**config.mk**
```make
export PLATFORM = sky130hd
export DESIGN_NAME = layer_output_serializer
export DESIGN_NICKNAME = d
export VERILOG_FILES = /design/src/rtl/layer_output_serializer.sv
export SDC_FILE = /design/constraint.sdc
export NUM_CORES = 1
export LEC_CHECK = 0
export ABC_AREA = 1
export BUFFER_PORTS_ARGS = -buffer_cell sky130_fd_sc_hd__buf_2
export CORE_MARGIN = 2
export CORE_UTILIZATION = 31
export DETAILED_ROUTE_END_ITERATION = 10
export PLACE_DENSITY = 0.58
export SYNTH_ARGS = -nofsm -noshare
export SYNTH_HDL_FRONTEND = slang
export SYNTH_SLANG_ARGS = --single-unit
```
**constraint.sdc**
```tcl
create_clock -name clk -period 11.8 [get_ports clk]
set_input_delay 2.95 -clock clk [delete_from_list [all_inputs] [get_ports clk]]
set_output_delay 2.95 -clock clk [all_outputs]
set_load 0.005 [all_outputs]
```
**src/rtl/layer_output_serializer.sv**
```systemverilog
// layer_output_serializer
//   Converts one layer's parallel neuron outputs into a serial word stream
//   for the next layer. A frame is captured when in_valid[0] is high. Its
//   words are then presented one per clock, neuron 0 first, with a valid
//   strobe and a last-word flag. There is no backpressure on either side.
//
//   Optional feature: define SER_DBUF_EN to add one pending frame buffer.
//   With the pending buffer, a capture that arrives while a frame is being
//   emitted is held in that buffer and follows the current frame with no gap.
//   Without it, such a capture is discarded and counted.
//
//   Ports:
//     clk        clock, all state on rising edge
//     rst        asynchronous, active-high reset
//     in_valid   per-neuron valid; only bit 0 keys a capture
//     in_data    NN words, word i at in_data[i*dataWidth +: dataWidth]
//     out_valid  high while a word is presented
//     out_data   current word; holds its value when out_valid is low
//     out_last   high with word NN-1 of a frame
//     busy       out_valid | pending flag
//     drop_cnt   saturating count of discarded frames
//
//   state | meaning
//   IDLE  | nothing presented, waiting for a capture
//   SHIFT | presenting word index_q of the frame in shift_q

module layer_output_serializer #(
    parameter int NN        = 10,
    parameter int dataWidth = 16,
    parameter int DROP_W    = 8
) (
    input  logic                    clk,
    input  logic                    rst,
    input  logic [NN-1:0]           in_valid,
    input  logic [NN*dataWidth-1:0] in_data,
    output logic                    out_valid,
    output logic [dataWidth-1:0]    out_data,
    output logic                    out_last,
    output logic                    busy,
    output logic [DROP_W-1:0]       drop_cnt
);

    localparam int IDX_W = (NN > 2) ? $clog2(NN) : 1;

    localparam logic [0:0]        IDLE     = 1'b0;
    localparam logic [0:0]        SHIFT    = 1'b1;
    localparam logic [IDX_W-1:0]  LAST_IDX = IDX_W'(NN - 1);
    localparam logic [IDX_W-1:0]  IDX_ONE  = IDX_W'(1);
    localparam logic [DROP_W-1:0] DROP_ONE = DROP_W'(1);
    localparam logic [DROP_W-1:0] DROP_MAX = {DROP_W{1'b1}};

    logic [0:0]              state_q, state_d;
    logic [IDX_W-1:0]        index_q, index_d;
    logic [NN*dataWidth-1:0] shift_q, shift_d;
    logic                    out_valid_q, out_valid_d;
    logic [dataWidth-1:0]    out_data_q, out_data_d;
    logic                    out_last_q, out_last_d;
    logic [DROP_W-1:0]       drop_q, drop_d;

    logic                    capture;
    logic                    retire;
    logic                    load_en;
    logic                    drop_inc;
    logic [NN*dataWidth-1:0] load_frame;
    logic [IDX_W-1:0]        index_nxt;
    logic                    pend_flag;

    // Neurons fire in lockstep, so only bit 0 is meaningful.
    logic unused_in_valid;
    assign unused_in_valid = ^in_valid[NN-1:1];

    assign capture   = in_valid[0];
    assign retire    = (state_q == SHIFT) && (index_q == LAST_IDX);
    assign index_nxt = index_q + IDX_ONE;

`ifdef SER_DBUF_EN
    logic [NN*dataWidth-1:0] pend_buf_q, pend_buf_d;
    logic                    pend_q, pend_d;
    assign pend_flag = pend_q;
`else
    assign pend_flag = 1'b0;
`endif

    always_comb begin
        state_d     = state_q;
        index_d     = index_q;
        shift_d     = shift_q;
        out_valid_d = out_valid_q;
        out_data_d  = out_data_q;
        out_last_d  = out_last_q;
        drop_d      = drop_q;
        drop_inc    = 1'b0;
        load_en     = 1'b0;
        load_frame  = in_data;
`ifdef SER_DBUF_EN
        pend_buf_d  = pend_buf_q;
        pend_d      = pend_q;
`endif
        case (state_q)
            IDLE: begin
                load_en = capture;
            end
            SHIFT: begin
                if (!retire) begin
                    index_d    = index_nxt;
                    shift_d    = shift_q >> dataWidth;
                    out_data_d = shift_q[2*dataWidth-1 -: dataWidth];
                    out_last_d = (index_nxt == LAST_IDX);
                    if (capture) begin
`ifdef SER_DBUF_EN
                        if (!pend_q) begin
                            pend_d     = 1'b1;
                            pend_buf_d = in_data;
                        end else begin
                            drop_inc = 1'b1;
                        end
`else
                        drop_inc = 1'b1;
`endif
                    end
                end else begin
`ifdef SER_DBUF_EN
                    // Pending frame goes first; a simultaneous capture
                    // refills the slot it just vacated.
                    if (pend_q) begin
                        load_en    = 1'b1;
                        load_frame = pend_buf_q;
                        pend_d     = capture;
                        if (capture) begin
                            pend_buf_d = in_data;
                        end
                    end else
`endif
                    if (capture) begin
                        load_en = 1'b1;
                    end else begin
                        state_d     = IDLE;
                        index_d     = '0;
                        out_valid_d = 1'b0;
                        out_last_d  = 1'b0;
                    end
                end
            end
            default: state_d = IDLE;
        endcase

        if (load_en) begin
            state_d     = SHIFT;
            index_d     = '0;
            shift_d     = load_frame;
            out_valid_d = 1'b1;
            out_data_d  = load_frame[dataWidth-1:0];
            out_last_d  = 1'b0;
        end

        if (drop_inc && (drop_q != DROP_MAX)) begin
            drop_d = drop_q + DROP_ONE;
        end
    end

    always_ff @(posedge clk or posedge rst) begin
        if (rst) begin
            state_q     <= IDLE;
            index_q     <= '0;
            shift_q     <= '0;
            out_valid_q <= 1'b0;
            out_data_q  <= '0;
            out_last_q  <= 1'b0;
            drop_q      <= '0;
        end else begin
            state_q     <= state_d;
            index_q     <= index_d;
            shift_q     <= shift_d;
            out_valid_q <= out_valid_d;
            out_data_q  <= out_data_d;
            out_last_q  <= out_last_d;
            drop_q      <= drop_d;
        end
    end

`ifdef SER_DBUF_EN
    always_ff @(posedge clk or posedge rst) begin
        if (rst) begin
            pend_buf_q <= '0;
            pend_q     <= 1'b0;
        end else begin
            pend_buf_q <= pend_buf_d;
            pend_q     <= pend_d;
        end
    end
`endif

    assign out_valid = out_valid_q;
    assign out_data  = out_data_q;
    assign out_last  = out_last_q;
    assign busy      = out_valid_q | pend_flag;
    assign drop_cnt  = drop_q;

endmodule

```
==> Word-level counts from Yosys, hierarchy flattened <==
Cells that the tools add are included.
{ "totals": {"ff_bits": 191, "output_inout_bits": 27, "elab_cells": 48} }
{ "classes": {"n_addsub": 2, "n_eq_ne": 6, "n_mux": 25, "bitwise_logic": 1, "n_reduce_logical": 7} }
{ "op_table": {"columns": ["operator", "n"], "rows": [
  ["$mux 160", 3],
  ["$mux 16", 3],
  ["$mux 4", 4],
  ["$mux 1", 14],
  ["$add 8x1->8 const B", 1],
  ["$eq 4x4->1 const B", 2],
  ["$ne 8x8->1 const B", 1],
  ["$add 4x1->4 const B", 1],
  ["$ne 2x1->1 const B", 2],
  ["$reduce_and 2->1", 2],
  ["$reduce_bool 2->1", 2],
  ["$ne 3x2->1 const B", 1],
  ["$reduce_and 3->1", 1],
  ["$logic_and 1x1->1", 2],
  ["$pmux 1 s2", 1],
  ["$not 1->1", 1]
]} }

==> Depth between registers and ports, before layout <==
Gate-level depths: netlist of run 1.
{ "depth": {"depth_word": 6, "mapped_depth": 10} }

==> Worst setup path before layout of run 1 <==
OpenSTA, ideal clock, no wires.
{ "synth_path": {"path_kind": "input to register", "start": "input port in_valid[0]", "end": "register shift_q[20]", "setup_ns": 0.069, "arrival_time_ns": 3.787, "required_ns": 11.731, "slack_ns": 7.944, "path_stages": 5, "path_cell_list": "buf_2 buf_2 buf_1 nand3_1 nand3_1"} }
{ "synth_between": {"elab_chain_cells": 5} }
{ "synth_rtl": {"columns": ["element", "line_no", "source"], "rows": [
  ["from (decl)", "34", "input logic [NN-1:0] in_valid,"],
  ["$mux 1", "134", "if (capture) begin"],
  ["$mux 1", "104", "if (!retire) begin"],
  ["$pmux 1 s2 (*)", "99", "case (state_q)"],
  ["$ne 2x1->1 (no source line) or $reduce_bool 2->1 (tied branches)", null, null],
  ["$reduce_and 2->1 (no source line)", null, null],
  ["to (signal assigned)", "173", "shift_q <= shift_d;"],
  ["to (decl)", "54", "logic [NN*dataWidth-1:0] shift_q, shift_d;"]
]} }
Mark *: on every way between the ends. The rest lies on a longest branch, timed or not.
A chain may end at the register's enable or synchronous reset.

==> Worst setup path after layout of run 1 <==
{ "layout_path": {"start": "input port in_valid[0]", "end": "register shift_q[4]"} }
The elaborated chain is that of the path after synthesis.

==> impl_metrics.py, run 1 <==
metrics = {
    "timing": {
        "slew-limit-headroom": 0.269,
        "setup_violations": 0,
        "post-route-period-util": 0.439,
        "setup_slack_ps": 6620,
        "tns_ps": 0,
        "worstMarginPinSlew_ps": 1100,
        "min_period_ps": 5180,
        "hold_violations": 0,
        "final_max_slew_viol_count": 0,
        "fmax_mhz": 193,
        "rsz0062_at_grt": "false",
        "fin_skew_ps": 9.66,
    },
    "clocking": {
        "clock_sinks": 175,
        "cts_resized": 0,
        "htree_levels": 4,
        "clock_latency_ps": 420,
        "hold_buffers": 0,
        "cts-root-buf": "clkbuf_16",
        "cts_buffers": 17,
        "cts_tree": "yes",
        "path_clk_slew_ps": 70,
        "cts_setup_buffers": 0,
        "cts_buffer_depth": 2,
    },
    "synthesis": {
        "synth.most_common_cell": "nand2_1",
        "synth_enable_flop_cells": 0,
        "syn_nets": 1161,
        "yosysSeqAreaShare": 0.540,
        "ys.flop_type": "dfrtp_1",
        "ys_seq_elements": 175,
        "ys_types": 22,
        "synth.cell_area_um2": 8110,
        "ys.warnings.count": 0,
        "synth_common_cells": "nand2_1 (385), nand3_1 (296), dfrtp_1 (175)",
        "syn_area_per_cell_um2": 8.24,
        "async_reset_ff_frac": 1.00,
        "netlist_instances": 985,
        "synth_area_leaders": "dfrtp_1 (54%), nand3_1 (18%), nand2_1 (18%), buf_4 (2.6%), buf_6 (1.5%)",
        "yosys.area.top_type": "dfrtp_1",
        "synth_top_area_frac": 0.540,
    },
    "placed_design": {
        "preCtsSetupSlack_ps": 6160,
        "hpwl_mm": 14.7,
        "place_congestion": 0.755,
        "dp_cells": 1433,
        "portBuffers": 189,
    },
    "setup_path": {
        "crit_required_ps": 12160,
        "path_cells": "buf_4 -> buf_4 -> nor2_4 -> buf_4 -> nand2_1 -> nand3_1",
        "cp-end-kind": "flip-flop",
        "crit_path_frequent_cell": "buf_4",
        "worst_path_max_delay_cell": "buf_4",
        "crit_type": "in -> reg",
        "max_stage_delay_ps": 930,
        "startpoint_type": "input port",
        "cp.arrival_ps": 5540,
        "path_max_fanout": 101,
    },
    "status": {
        "status": "finished, final reports clean",
    },
    "floorplan": {
        "die_w_um": 166,
        "start_util": 0.313,
        "die_h_um": 166,
        "dieArea_um2": 27500,
        "fp.coreArea_um2": 25900,
        "io_pins": 199,
        "rows": 59,
    },
    "flow_run": {
        "maxCapViolCount": 0,
    },
    "finish": {
        "fin_cells": 1471,
        "layout-drive-gt1-share": 0.211,
        "fillers": 2769,
        "nets": 1293,
        "syn_to_final_growth_pct": 19.8,
    },
    "grt": {
        "grt_usage": 0.170,
        "grt_start_max_net_pins": 146,
        "overflow": 0,
        "grt_first_pass_wirelength_mm": 37.6,
        "grt_pass1_vias": 6799,
        "grt_antenna_before_repair": 7,
    },
    "power": {
        "powerDensity_nw_per_um2": 218,
        "p_leak_uw": 0.00501,
        "vdd_ir_drop_max_v": 0.0000997,
    },
    "routing": {
        "routed_wl_mm": 23.3,
        "wl_per_cell_um": 15.8,
        "drc": 0,
        "vias": 7041,
        "avgViaCountPerCell": 4.79,
        "drt_iter0_markers": 653,
        "ant_nets": 0,
        "drtPass1Iterations": 5,
    },
    "min_path": {
        "hold_path_class": "reg -> reg",
    },
}
==> per-layer routing <==
layer	share of wire	global-route usage	up-vias
li1	-	-	3481
met5	0.00094	0	-
met3	0.054	0.0367	20
met1	0.48	0.244	3333
met2	0.45	0.258	203
met4	0.013	0.0495	4
==> power by group <==
part | internal, µW | total [µW] | switching, µW
clock network | 387 | 645 | 258
registers | 795 | 919 | 124
logic | 197 | 556 | 359
total | 1380 | 2120 | 740
==> layout make-up <==
type	instances	area (µm²)	area share
Antenna cell	6	15.0	0.00155
Clock buffer	18	439	0.0452
Clock inverter	14	226	0.0233
Inverter	15	63.8	0.00657
Multi-Input combinational cell	712	3170	0.327
Sequential cell	175	4380	0.451
Tap cell	335	419	0.0431
Timing Repair Buffer	196	1000	0.103
==> cells by family after synthesis <==
family,share of synthesized area
buffers and inverters,0.0713
DFF,0.540
and+or+nand+nor,0.374
xor gates and xnor gates,0.00432
AOI/OAI and AO/OA,0.00432
adders and majority gates,0.00617
==> metrics by stage <==
stage	total power, µW	area, µm²	hold WS [ps]	util
2_1_floorplan	1350	8110	442	-
3_3_place_gp	1480	9040	454	0.349
6_report	2120	9720	471	0.375
4_1_cts	2150	9700	476	0.374
5_1_grt	2270	9710	499	0.375
3_5_place_dp	1500	9040	458	0.349
==> sequential cells by signal, indices dropped and copies added (netlist names) <==
signal and cells:
drop_cnt 8, shift_q 160, index_q 4, state_q 1, busy 1, out_last 1
==> worst paths after layout <==
| kind | start | endpoint | slack [ps] | depth (start not counted) |
|---|---|---|---|---|
| setup / recovery | in_valid[0] | shift_q[4] | 6620 | 6 |
| hold / removal | shift_q[156] | shift_q[156] | 470 | 2 |
| setup reg to reg | index_q[0] | shift_q[63] | 8550 | 10 |
| hold reg to reg | shift_q[156] | shift_q[156] | 470 | 2 |
| max in group asynchronous | rst | shift_q[107] | 7860 | 3 |
| min in group asynchronous | rst | shift_q[3] | 2720 | 2 |
==> placed cells by master, fill, tap and decap left out, drive strengths merged <==
cell type / n
nand2: 387
ha: 4
clkinv: 1
o21ai: 7
xnor2: 2
clkbuf: 18
nor2: 12
bufinv: 5
nand3: 297
buf: 196
inv: 21
diode: 6
clkinvlp: 2
nand4: 1
xor2: 2
dfrtp: 175
==> critical path: cells and delay by family <==
family	cells	cell delay [ps]
buffers and inverters	3	1600
AND/OR/NAND/NOR	3	840
No activity file was read; power rests on OpenSTA's default activity.
==> inputs of run 2 (changes only) <==
- PLACE_DENSITY: 0.58 -> 0.6
- clock period: 11.8 -> 4.5 ns (I/O delays scaled with it)
==> impl_metrics.py, run 2 (synthesis gave the netlist of run 1 again) <==
metrics = {
    "routing": {
        "avgViaCountPerCell": 4.81,
        "wl_per_cell_um": 15.9,
        "routed_wl_mm": 23.5,
        "drt_iter0_markers": 724,
        "drtPass1Iterations": 8,
        "vias": 7083,
        "drc": 0,
        "ant_nets": 0,
    },
    "setup_path": {
        "startpoint_type": "input port",
        "cp.arrival_ps": 3000,
        "cp-end-kind": "flip-flop",
        "r2r_cells": 9,
        "crit_required_ps": 4850,
        "rrSetupSlack_ps": 2020,
        "path_max_fanout": 49,
        "crit_type": "in -> reg",
        "timing.rr.end": "shift_q[99]",
        "r2r_start": "index_q[1]",
    },
    "clocking": {
        "cts_setup_buffers": 0,
        "cts_buffer_depth": 2,
        "clock_latency_ps": 430,
        "path_clk_slew_ps": 70,
        "clock_sinks": 175,
        "hold_buffers": 0,
        "cts-root-buf": "clkbuf_16",
        "htree_levels": 4,
        "cts_resized": 0,
        "cts_buffers": 17,
        "cts_tree": "yes",
    },
    "floorplan": {
        "die_h_um": 166,
        "fp.coreArea_um2": 25900,
        "die_w_um": 166,
        "rows": 59,
        "io_pins": 199,
        "start_util": 0.313,
        "dieArea_um2": 27500,
    },
    "finish": {
        "layout-drive-gt1-share": 0.213,
        "multi_input_area_um2": 3170,
        "nets": 1298,
        "syn_to_final_growth_pct": 19.3,
        "fin_util": 0.373,
        "largest_reg_flops": 160,
        "largest_register": "shift_q",
        "fillers": 2790,
        "register_area_um2": 4380,
        "layout_commonest_cell": "nand2_1",
        "final_cell_mix": "nand2_1 (385), nand3_1 (296), buf_2 (188), dfrtp_1 (175), clkbuf_16 (17)",
    },
    "power": {
        "powerDensity_nw_per_um2": 557,
        "vdd_ir_drop_max_v": 0.000241,
        "p_leak_uw": 0.00500,
    },
    "timing": {
        "hold_violations": 0,
        "fmax_mhz": 378,
        "slew-limit-headroom": 0.373,
        "setup_violations": 0,
        "post-route-period-util": 0.589,
        "fin_skew_ps": 20.3,
        "tns_ps": 0,
        "rsz0062_at_grt": "false",
        "worstMarginPinSlew_ps": 941,
        "min_period_ps": 2650,
        "final_max_slew_viol_count": 0,
    },
    "grt": {
        "grt_usage": 0.171,
        "grt_first_pass_wirelength_mm": 37.8,
        "overflow": 0,
        "grt_antenna_before_repair": 5,
        "grt_start_max_net_pins": 146,
        "grt_pass1_vias": 6765,
    },
    "placed_design": {
        "place_congestion": 0.781,
        "hpwl_mm": 15.1,
        "portBuffers": 189,
    },
    "status": {
        "status": "finished, final reports clean",
    },
    "flow_run": {
        "maxCapViolCount": 0,
    },
    "min_path": {
        "hold_path_class": "reg -> reg",
        "min_from": "shift_q[157]",
        "min_to": "shift_q[157]",
        "min_delay_path_depth": 2,
    },
}
[run 2: power by group]
part	internal, µW	switching [µW]
combinational	527	926
sequential	2090	332
clock	853	666
total	3470	1920
[run 2: routing by layer]
layer / wire (µm) / vias to the layer above / GRT usage
li1: - / 3475 / -
met1: 11400 / 3362 / 0.246
met2: 10500 / 223 / 0.260
met3: 1370 / 17 / 0.0448
met4: 197 / 6 / 0.0352
met5: 41 / - / 0
[run 2: worst max-delay path by stage]
stage                            from           end  slack (ps)  cells after the start
after CTS                 in_valid[0]   shift_q[98]        1780                      6
after floorplan                   rst          busy        1140                      1
final                     in_valid[0]   shift_q[99]        1850                      6
after detailed placement  in_valid[0]   shift_q[98]        1330                      6
after global routing      in_valid[0]  shift_q[119]        1670                      6
after global placement    in_valid[0]  shift_q[113]        1380                      6
[run 2: per-stage QoR]
step / hold WS, ps / setup WS, ps / total power (µW) / instances / instance area [µm²]
2_1_floorplan: 442 / 1140 / 3530 / 985 / 8120
3_3_place_gp: 453 / 1380 / 3890 / 1438 / 9080
3_5_place_dp: 458 / 1330 / 3940 / 1438 / 9080
4_1_cts: 476 / 1780 / 5480 / 1469 / 9670
5_1_grt: 496 / 1670 / 5790 / 1469 / 9670
6_report: 474 / 1850 / 5390 / 1472 / 9680
[run 2: critical path, stage by stage]
cell     delay, ps
buf_4          460
inv_2          110
nor2_4         680
buf_4          400
nand2_1         90
nand3_1         80
[run 2: final cells by class]
| cell class | count | area share |
|---|---|---|
| multi-input combinational | 712 | 0.328 |
| clock buffer | 20 | 0.0472 |
| clock inverter | 11 | 0.0134 |
| sequential | 175 | 0.453 |
| inverter | 15 | 0.00621 |
| timing repair buffer | 201 | 0.109 |
| antenna | 3 | 0.000776 |
| tap | 335 | 0.0433 |
